==> src/rtl/gate_truth_table_checker_settle_counter.sv <==
// Settle-time up-counter: a load starts the count at 1, o_hit flags that the
// count has reached SETTLE_CYCLES.
module settle_counter #(
    parameter int SETTLE_CYCLES = 2,
    parameter int CNT_W         = 8
) (
    input  logic clock,
    input  logic reset_n,
    input  logic i_clr,
    input  logic i_load,
    input  logic i_inc,
    output logic o_hit
);

    logic [CNT_W-1:0] r_cnt;

    always_ff @(posedge clock or negedge reset_n) begin
        if (!reset_n) begin
            r_cnt <= '0;
        end else if (i_clr) begin
            r_cnt <= '0;
        end else if (i_load) begin
            r_cnt <= CNT_W'(1);
        end else if (i_inc) begin
            r_cnt <= r_cnt + 1'b1;
        end
    end

    assign o_hit = (r_cnt == CNT_W'(SETTLE_CYCLES));

endmodule

==> config.mk <==
export PLATFORM = sky130hd
export DESIGN_NAME = settle_counter
export DESIGN_NICKNAME = d
export VERILOG_FILES = /design/src/rtl/gate_truth_table_checker_settle_counter.sv
export SDC_FILE = /design/constraint.sdc
export NUM_CORES = 1
export LEC_CHECK = 0
export CAP_MARGIN = 0
export CORE_AREA = 2 2 39 41
export CTS_CLUSTER_DIAMETER = 150
export DETAILED_ROUTE_END_ITERATION = 16
export DIE_AREA = 0 0 41 43
export PLACE_DENSITY = 0.57
export SYNTH_ARGS = -nofsm -noshare
export SYNTH_HDL_FRONTEND = slang
export SYNTH_SLANG_ARGS = --single-unit
==> constraint.sdc <==
create_clock -name clock -period 3.5 [get_ports clock]
set_input_delay 0.7 -clock clock [delete_from_list [all_inputs] [get_ports clock]]
set_output_delay 0.7 -clock clock [all_outputs]
set_load 0.01 [all_outputs]
Word-level counts from Yosys, hierarchy flattened
Index checks and enable logic that the tools add are counted.
- register bits after elaboration: 8
- output and inout bits: 1
- logic and storage cells: 7
- reduce and logical (&&, ||, !) cells: 1
- eq/ne operators: 1
- $add $sub $neg: 1
- muxes and demuxes: 3
- operator list (operator ; count):
    $mux 8 ; 3
    $add 8x1->8 const B ; 1
    $eq 8x2->1 const B ; 1
    $reduce_bool 3->1 ; 1

Longest topological paths before layout
Gate-level depths: netlist (run 1).
- word-level depth: 4
- mapped depth: 4
- depth with buffers taken out: 4

Worst setup path after synthesis (run 1)
No wires, ideal clock.
- path type: reg-to-output
- from: register r_cnt[0]
- to: output port o_hit
- data required time: 2800 ps
- buffers on the path: 0
- arrival time: 1380 ps
- setup slack: 1420 ps
- stages on the path, launching flop included: 5
- path through: dfrtp_1 -> inv_1 -> ha_1 -> or4b_1 -> nor4_1
- cells in the longest elaborated chain, start to end: 1
- RTL lines (element ; RTL line ; source):
    from (decl) ; 15 ; logic [CNT_W-1:0] r_cnt;
    from (signal assigned) ; 25 ; r_cnt <= r_cnt + 1'b1;
    $eq 8x2->1 ; 29 ; assign o_hit = (r_cnt == CNT_W'(SETTLE_CYCLES));
    to (decl) ; 12 ; output logic o_hit
Every way passes these cells.

Worst setup path after layout (run 1)
Ends and elaborated chain as after synthesis.

==> out/results.txt, run 1 <==
Fill count: 154
Cell internal pwr: 0.0001411 W
Max stage delay on crit path: 570 ps
Yosys warns: 0
Worst path bufs/invs: 2
Final Hold Vio Count: 0
Worst slew margin: 74.81%
Clock Power Share: 38.9%
Clk slew on worst S/H paths: 50 ps
Worst hold start: r_cnt[7]
GPL Wtd Cong: 0.7707
Peak VDD IR: 0.0001493 V
DRT antenna net count: 0
Total power draw: 0.0001843 W
Initial antenna violation count: 0
Antenna cells: 0
Seq/Total Area, Yosys: 46.11%
Worst r2r src: r_cnt[0]
Per-cell routed wire length: 12.47 microns
Port Buf Inserts: 5
Starting Density: 31.37%
CTS root buf: clkbuf_4
Reg2Reg Depth: 4
Total Wirelength: 823 microns
Post-CTS sizing: 0
Die height: 43 microns
Largest registers: r_cnt: 8 flops
Area growth syn-to-layout: 16.71%
Setup WS post-layout: 706.4 ps
Outcome: finished clean
Post-DP Area: 484.2 sq um
LEAKAGE: 0.2075 nW
Share of layout cells above drive strength 1: 10.00%
Clk_lat worst skew: 250 ps
Setup repair bufs after CTS: 0
Final Cycle Share: 79.82%
Pre-CTS WS: 982.0 ps
Worst-path cell chain: inv_1 > ha_1 > or4b_1 > nor4_1 > clkdlybuf4s50_1
Final Slew Violations: 0
Critical path's slowest cell: clkdlybuf4s50_1
CP Max Fanout: 6
Final setup fails: 0
CP Class: reg2out
Comb power frac: 8.4%
R2R setup slack: 2180 ps
Crit. Startpoint: r_cnt[0]
Row cnt: 14
CP Capture Type: output pin
Hold depth: 2
Required time of the critical path: 2800 ps
Total Routing Usage GR: 12.13%
Die area: 0.001763 sq mm
FMAX: 0.3580 GHz
Finished Cell Area: 506.7 sq um
Clock Tree Buf Depth: 2
Slew @ Worst Pin: 376.7 ps
Die width: 41 microns
Synth top area cells: dfrtp_1, xor2_1, ha_1, nor2_1, nand4_1
Max FFs per register: 8
Flops & latches, synth: 8
Ports: 6
RSZ-0062 raised after global routing: no
Sw Pwr: 0.00004319 W
GRT overflow: 0
Vias: 336
Post-Syn Nets: 52
Area leader, netlist: dfrtp_1
Post-synthesis cell count: 45
Dpl hpwl: 618.3 microns
Clock sink total: 8
Layout Nets: 59
Drt first pass iters: 3
Vias/cell: 5.091
Mapped cell area: 434.2 sq um
Number of global-route vias before repair: 305
Num CTS Buffers: 3
Drt drc: 0
Share of Yosys cell area claimed by the top area cell type: 46.11%
Worst Hold Path EP: r_cnt[7]
MaxCap Viol Count: 0
CTS tree: done
Worst setup SP type: register
Most flops, register: r_cnt
Hold crit path type: reg2reg
Detailed Route Iter0 Violations: 5
# hold bufs at CTS: 0
Core Region: 0.001384 sq mm
Netlist cell types: 19
Critical register-to-register path endpoint: r_cnt[6]
Crit path arrival time: 2090 ps
Seq pwr share: 52.7%
Switching part of the total: 23.43%
Max H-tree Level: 1
Clk_skew: 2.698 ps
Fin crit period: 2794 ps
Avg Inst Size Synth: 9.648 sq um
Largest net degree at the start of global routing: 9
First-pass GRT wire length: 1.380 mm
Final setup TNS: 0 ps
P per Cell Area: 363.7 mW/mm^2
Top cell family by delay on the critical path: buffers and inverters
cells in the final DEF, fill, tap and decap left out:
cell type and count:
dfrtp_1 8, or3_1 3, nand4_1 3, ha_1 2, clkbuf_4 3, nand4_2 1
or4b_1 1, nand3_1 2, o21ai_0 3, a21oi_1 3, or2_2 1, inv_1 1
nor2_1 6, a211oi_1 1, xor2_1 4, nor4_1 1, nand2_1 2, clkdlybuf4s50_1 5
synth_stat cells (all sizes together):
master,count
nand3,2
ha,2
or3,3
o21ai,3
dfrtp,8
or2,1
a211oi,1
a21oi,3
nand2,2
buf,1
or4b,1
nand4,4
clkbuf,2
nor4,1
nor2,6
inv,1
xor2,4
stage by stage:
| stage | util (%) | hold slack (ps) | instances |
|---|---|---|---|
| 2_1_floorplan | - | 404.4 | 45 |
| 3_5_place_dp | 34.99 | 546.6 | 63 |
| 3_3_place_gp | 34.99 | 542.1 | 63 |
| 5_1_grt | 36.62 | 586.5 | 66 |
| 6_report | 36.62 | 559.4 | 66 |
| 4_1_cts | 36.62 | 554.7 | 66 |
worst max path at each step:
stage,end,slack (ps),cells after the start
after global placement,o_hit,990,5
after detailed placement,o_hit,980,5
after global routing,o_hit,620,5
after floorplan,o_hit,1420,4
final,o_hit,710,5
after CTS,o_hit,700,5
layer usage:
layer	vias up	GRT usage, %	part of all wire, %
met2	9	14.37	44
met5	-	0	0
met4	0	10.00	1.7
met3	2	3.141	3.6
met1	156	17.43	50
li1	169	-	-
worst reg2reg max path, cell delays in order, from the launching register on:
cell and delay, ps:
dfrtp_1 460, ha_1 250, nand2_1 80, or3_1 310
a21oi_1 150
cell families after synthesis:
logic type                 count (synthesis)  share of synthesized area, %
AOI/OAI and AO/OA                          7                         8.644
xor gates and xnor gates                   4                         8.068
adders and majority gates                  2                         5.763
buffers and inverters                      4                         5.473
DFF                                        8                         46.11
and+or+nand+nor                           20                         25.94
power groups by stage:
stage | combinational [W] | clock (W) | sequential, W
floorplan | 0.00000867 | 0 | 0.0000977
global placement | 0.0000157 | 0 | 0.0000985
detailed placement | 0.0000159 | 0 | 0.0000987
CTS | 0.0000160 | 0.0000749 | 0.0000970
global route | 0.0000179 | 0.0000790 | 0.0000974
finish | 0.0000155 | 0.0000717 | 0.0000971
layout make-up:
type / instances / area, sq um / share of cell area, %
timing repair buffer: 5 / 50.05 / 9.877
clock buffer: 3 / 22.52 / 4.444
sequential: 8 / 200.2 / 39.51
inverter: 1 / 3.754 / 0.7407
multi-input combinational: 33 / 210.2 / 41.48
tap: 16 / 20.02 / 3.951
Power figures use the tool's default switching activity.
==> run 2, diff against run 1 <==
Clock period 3.5 ns to 2.9 ns, I/O delays scaled along.
==> run 2 against run 1 <==
Effect of this change:
- highest routed layer unchanged
- non-clock buffer count unchanged
- combinational power up 24%
- die area unchanged
- final area unchanged
- largest cell class unchanged
- sequential power up 20%
- utilization unchanged
- global-route usage down 0.36 points
- setup slack worse by 500 ps
==> out/results.txt, run 2 (synthesis results as in run 1) <==
Critical register-to-register path endpoint: r_cnt[6]
Most flops, register: r_cnt
First-pass GRT wire length: 1.352 mm (-2.0%)
CP Class: reg2out
Port Buf Inserts: 5 (unchanged)
Row cnt: 14 (unchanged)
Fill count: 143 (-7.1%)
Hold crit path type: reg2reg
Die height: 43 microns (unchanged)
Fin crit period: 2693 ps
Most frequent cells in the layout: dfrtp_1, nor2_1, clkdlybuf4s50_1
CTS root buf: clkbuf_4
FMAX: 0.3714 GHz
Peak VDD IR: 0.0001904 V (+28%)
Die width: 41 microns (unchanged)
Post-CTS sizing: 0 (unchanged)
Total Wirelength: 805 microns (-2.2%)
Reg2Reg Depth: 4 (unchanged)
CTS tree: done
# hold bufs at CTS: 0 (unchanged)
Clk_skew: 3.166 ps (+0.4672 ps)
Final setup TNS: 0 ps (unchanged)
P per Cell Area: 427.9 mW/mm^2 (+18%)
Max H-tree Level: 1 (unchanged)
Final Slew Violations: 0 (unchanged)
CP Capture Type: output pin
Clk_lat worst skew: 240 ps (about the same)
Most common cell after layout, fill and taps aside: dfrtp_1
Crit. Startpoint: r_cnt[0]
Final setup fails: 0 (unchanged)
Antenna cells: 0 (unchanged)
Total power draw: 0.0002168 W (+18%)
Crit path arrival time: 2110 ps (+20 ps)
Num CTS Buffers: 3 (unchanged)
Non-Filler Instances: 66 (unchanged)
RSZ-0062 raised after global routing: no
Largest net degree at the start of global routing: 9 (unchanged)
Max FFs per register: 8 (unchanged)
Placed Cells: 63 (unchanged)
Outcome: finished clean
Vias/cell: 5.091 (unchanged)
Die area: 0.001763 sq mm (unchanged)
Required time of the critical path: 2320 ps (-480 ps)
Slew @ Worst Pin: 369.2 ps (-7.460 ps)
R2R setup slack: 1600 ps (-580 ps)
Detailed Route Iter0 Violations: 9 (+4)
DRT antenna net count: 0 (unchanged)
Clock Tree Buf Depth: 2 (unchanged)
Ports: 6 (unchanged)
Vias: 336 (unchanged)
Largest registers: r_cnt: 8 flops
Final Hold Vio Count: 0 (unchanged)
Total Routing Usage GR: 11.78% (-0.36 points)
Share of layout cells above drive strength 1: 10.00% (unchanged)
Drt first pass iters: 4 (+1)
Layout Nets: 59 (unchanged)
CP endpoint: o_hit
Worst slew margin: 75.31% (+0.50 points)
Clock sink total: 8 (unchanged)
Starting Density: 31.37% (unchanged)
GPL Wtd Cong: 0.7830 (+1.6%)
Seq. cell area: 200.2 sq um (unchanged)
Core Region: 0.001384 sq mm (unchanged)
Initial antenna violation count: 0 (unchanged)
Area growth syn-to-layout: 16.71% (unchanged)
Clk slew on worst S/H paths: 50 ps (about the same)
Multi-input gate area: 210.2 sq um (unchanged)
Setup repair bufs after CTS: 0 (unchanged)
LEAKAGE: 0.2075 nW (unchanged)
Number of global-route vias before repair: 293 (-3.9%)
Worst r2r src: r_cnt[0]
GRT overflow: 0 (unchanged)
Per-cell routed wire length: 12.20 microns (-2.2%)
Drt drc: 0 (unchanged)
CP Max Fanout: 6 (unchanged)
Final Cycle Share: 92.85%
Worst setup SP type: register
MaxCap Viol Count: 0 (unchanged)
-- run 2: cell counts in the layout (fill, tap and decap cells not counted) --
Identical to the previous run, type by type.
-- run 2: report_power, final --
part / total [W] / switching, W / internal [W]
Clock: 0.0000808 / 0.0000337 / 0.0000471
Sequential: 0.000117 / 0.00000315 / 0.000114
Combinational: 0.0000192 / 0.00000979 / 0.00000942
-- run 2: stage by stage --
step / hold WS [ps] / cell area, sq um / util (%) / setup WS [ps]
after floorplan: 284.4 / 434.2 / - / 940.1
after global placement: 546.6 / 484.2 / 34.99 / 534.2
after detailed placement: 562.1 / 484.2 / 34.99 / 479.4
after CTS: 569.0 / 506.7 / 36.62 / 199.7
after global routing: 592.9 / 506.7 / 36.62 / 114.1
final: 570.4 / 506.7 / 36.62 / 207.2
-- run 2: layer usage --
metal / share of wire, % / global-route usage, % / vias up
met5: 0 / 0 / -
met4: 2.9 / 8.000 / 0
met3: 4.0 / 3.141 / 4
met2: 46 / 15.00 / 9
met1: 47 / 16.67 / 152
li1: - / - / 171
-- run 2: layout make-up --
| cell class | instances | share of cell area (%) |
|---|---|---|
| Tap cell | 16 | 3.951 |
| Timing Repair Buffer | 5 | 9.877 |
| Sequential cell | 8 | 39.51 |
| Multi-Input combinational cell | 33 | 41.48 |
| Clock buffer | 3 | 4.444 |
| Inverter | 1 | 0.7407 |
-- run 2: critical path, stage by stage, from the launching register on --
cell and delay, ps:
dfrtp_1 430, inv_1 90, ha_1 140, or4b_1 430, nor4_1 190, clkdlybuf4s50_1 580
-- run 2: worst min-delay path by stage --
stage | cells after the start | endpoint | slack (ps) | startpoint
2_1_floorplan | 0 | r_cnt[0] | 280 | reset_n
3_3_place_gp | 2 | r_cnt[7] | 550 | r_cnt[7]
3_5_place_dp | 2 | r_cnt[7] | 560 | r_cnt[7]
4_1_cts | 2 | r_cnt[7] | 570 | r_cnt[7]
5_1_grt | 2 | r_cnt[7] | 590 | r_cnt[7]
6_report | 2 | r_cnt[7] | 570 | r_cnt[7]
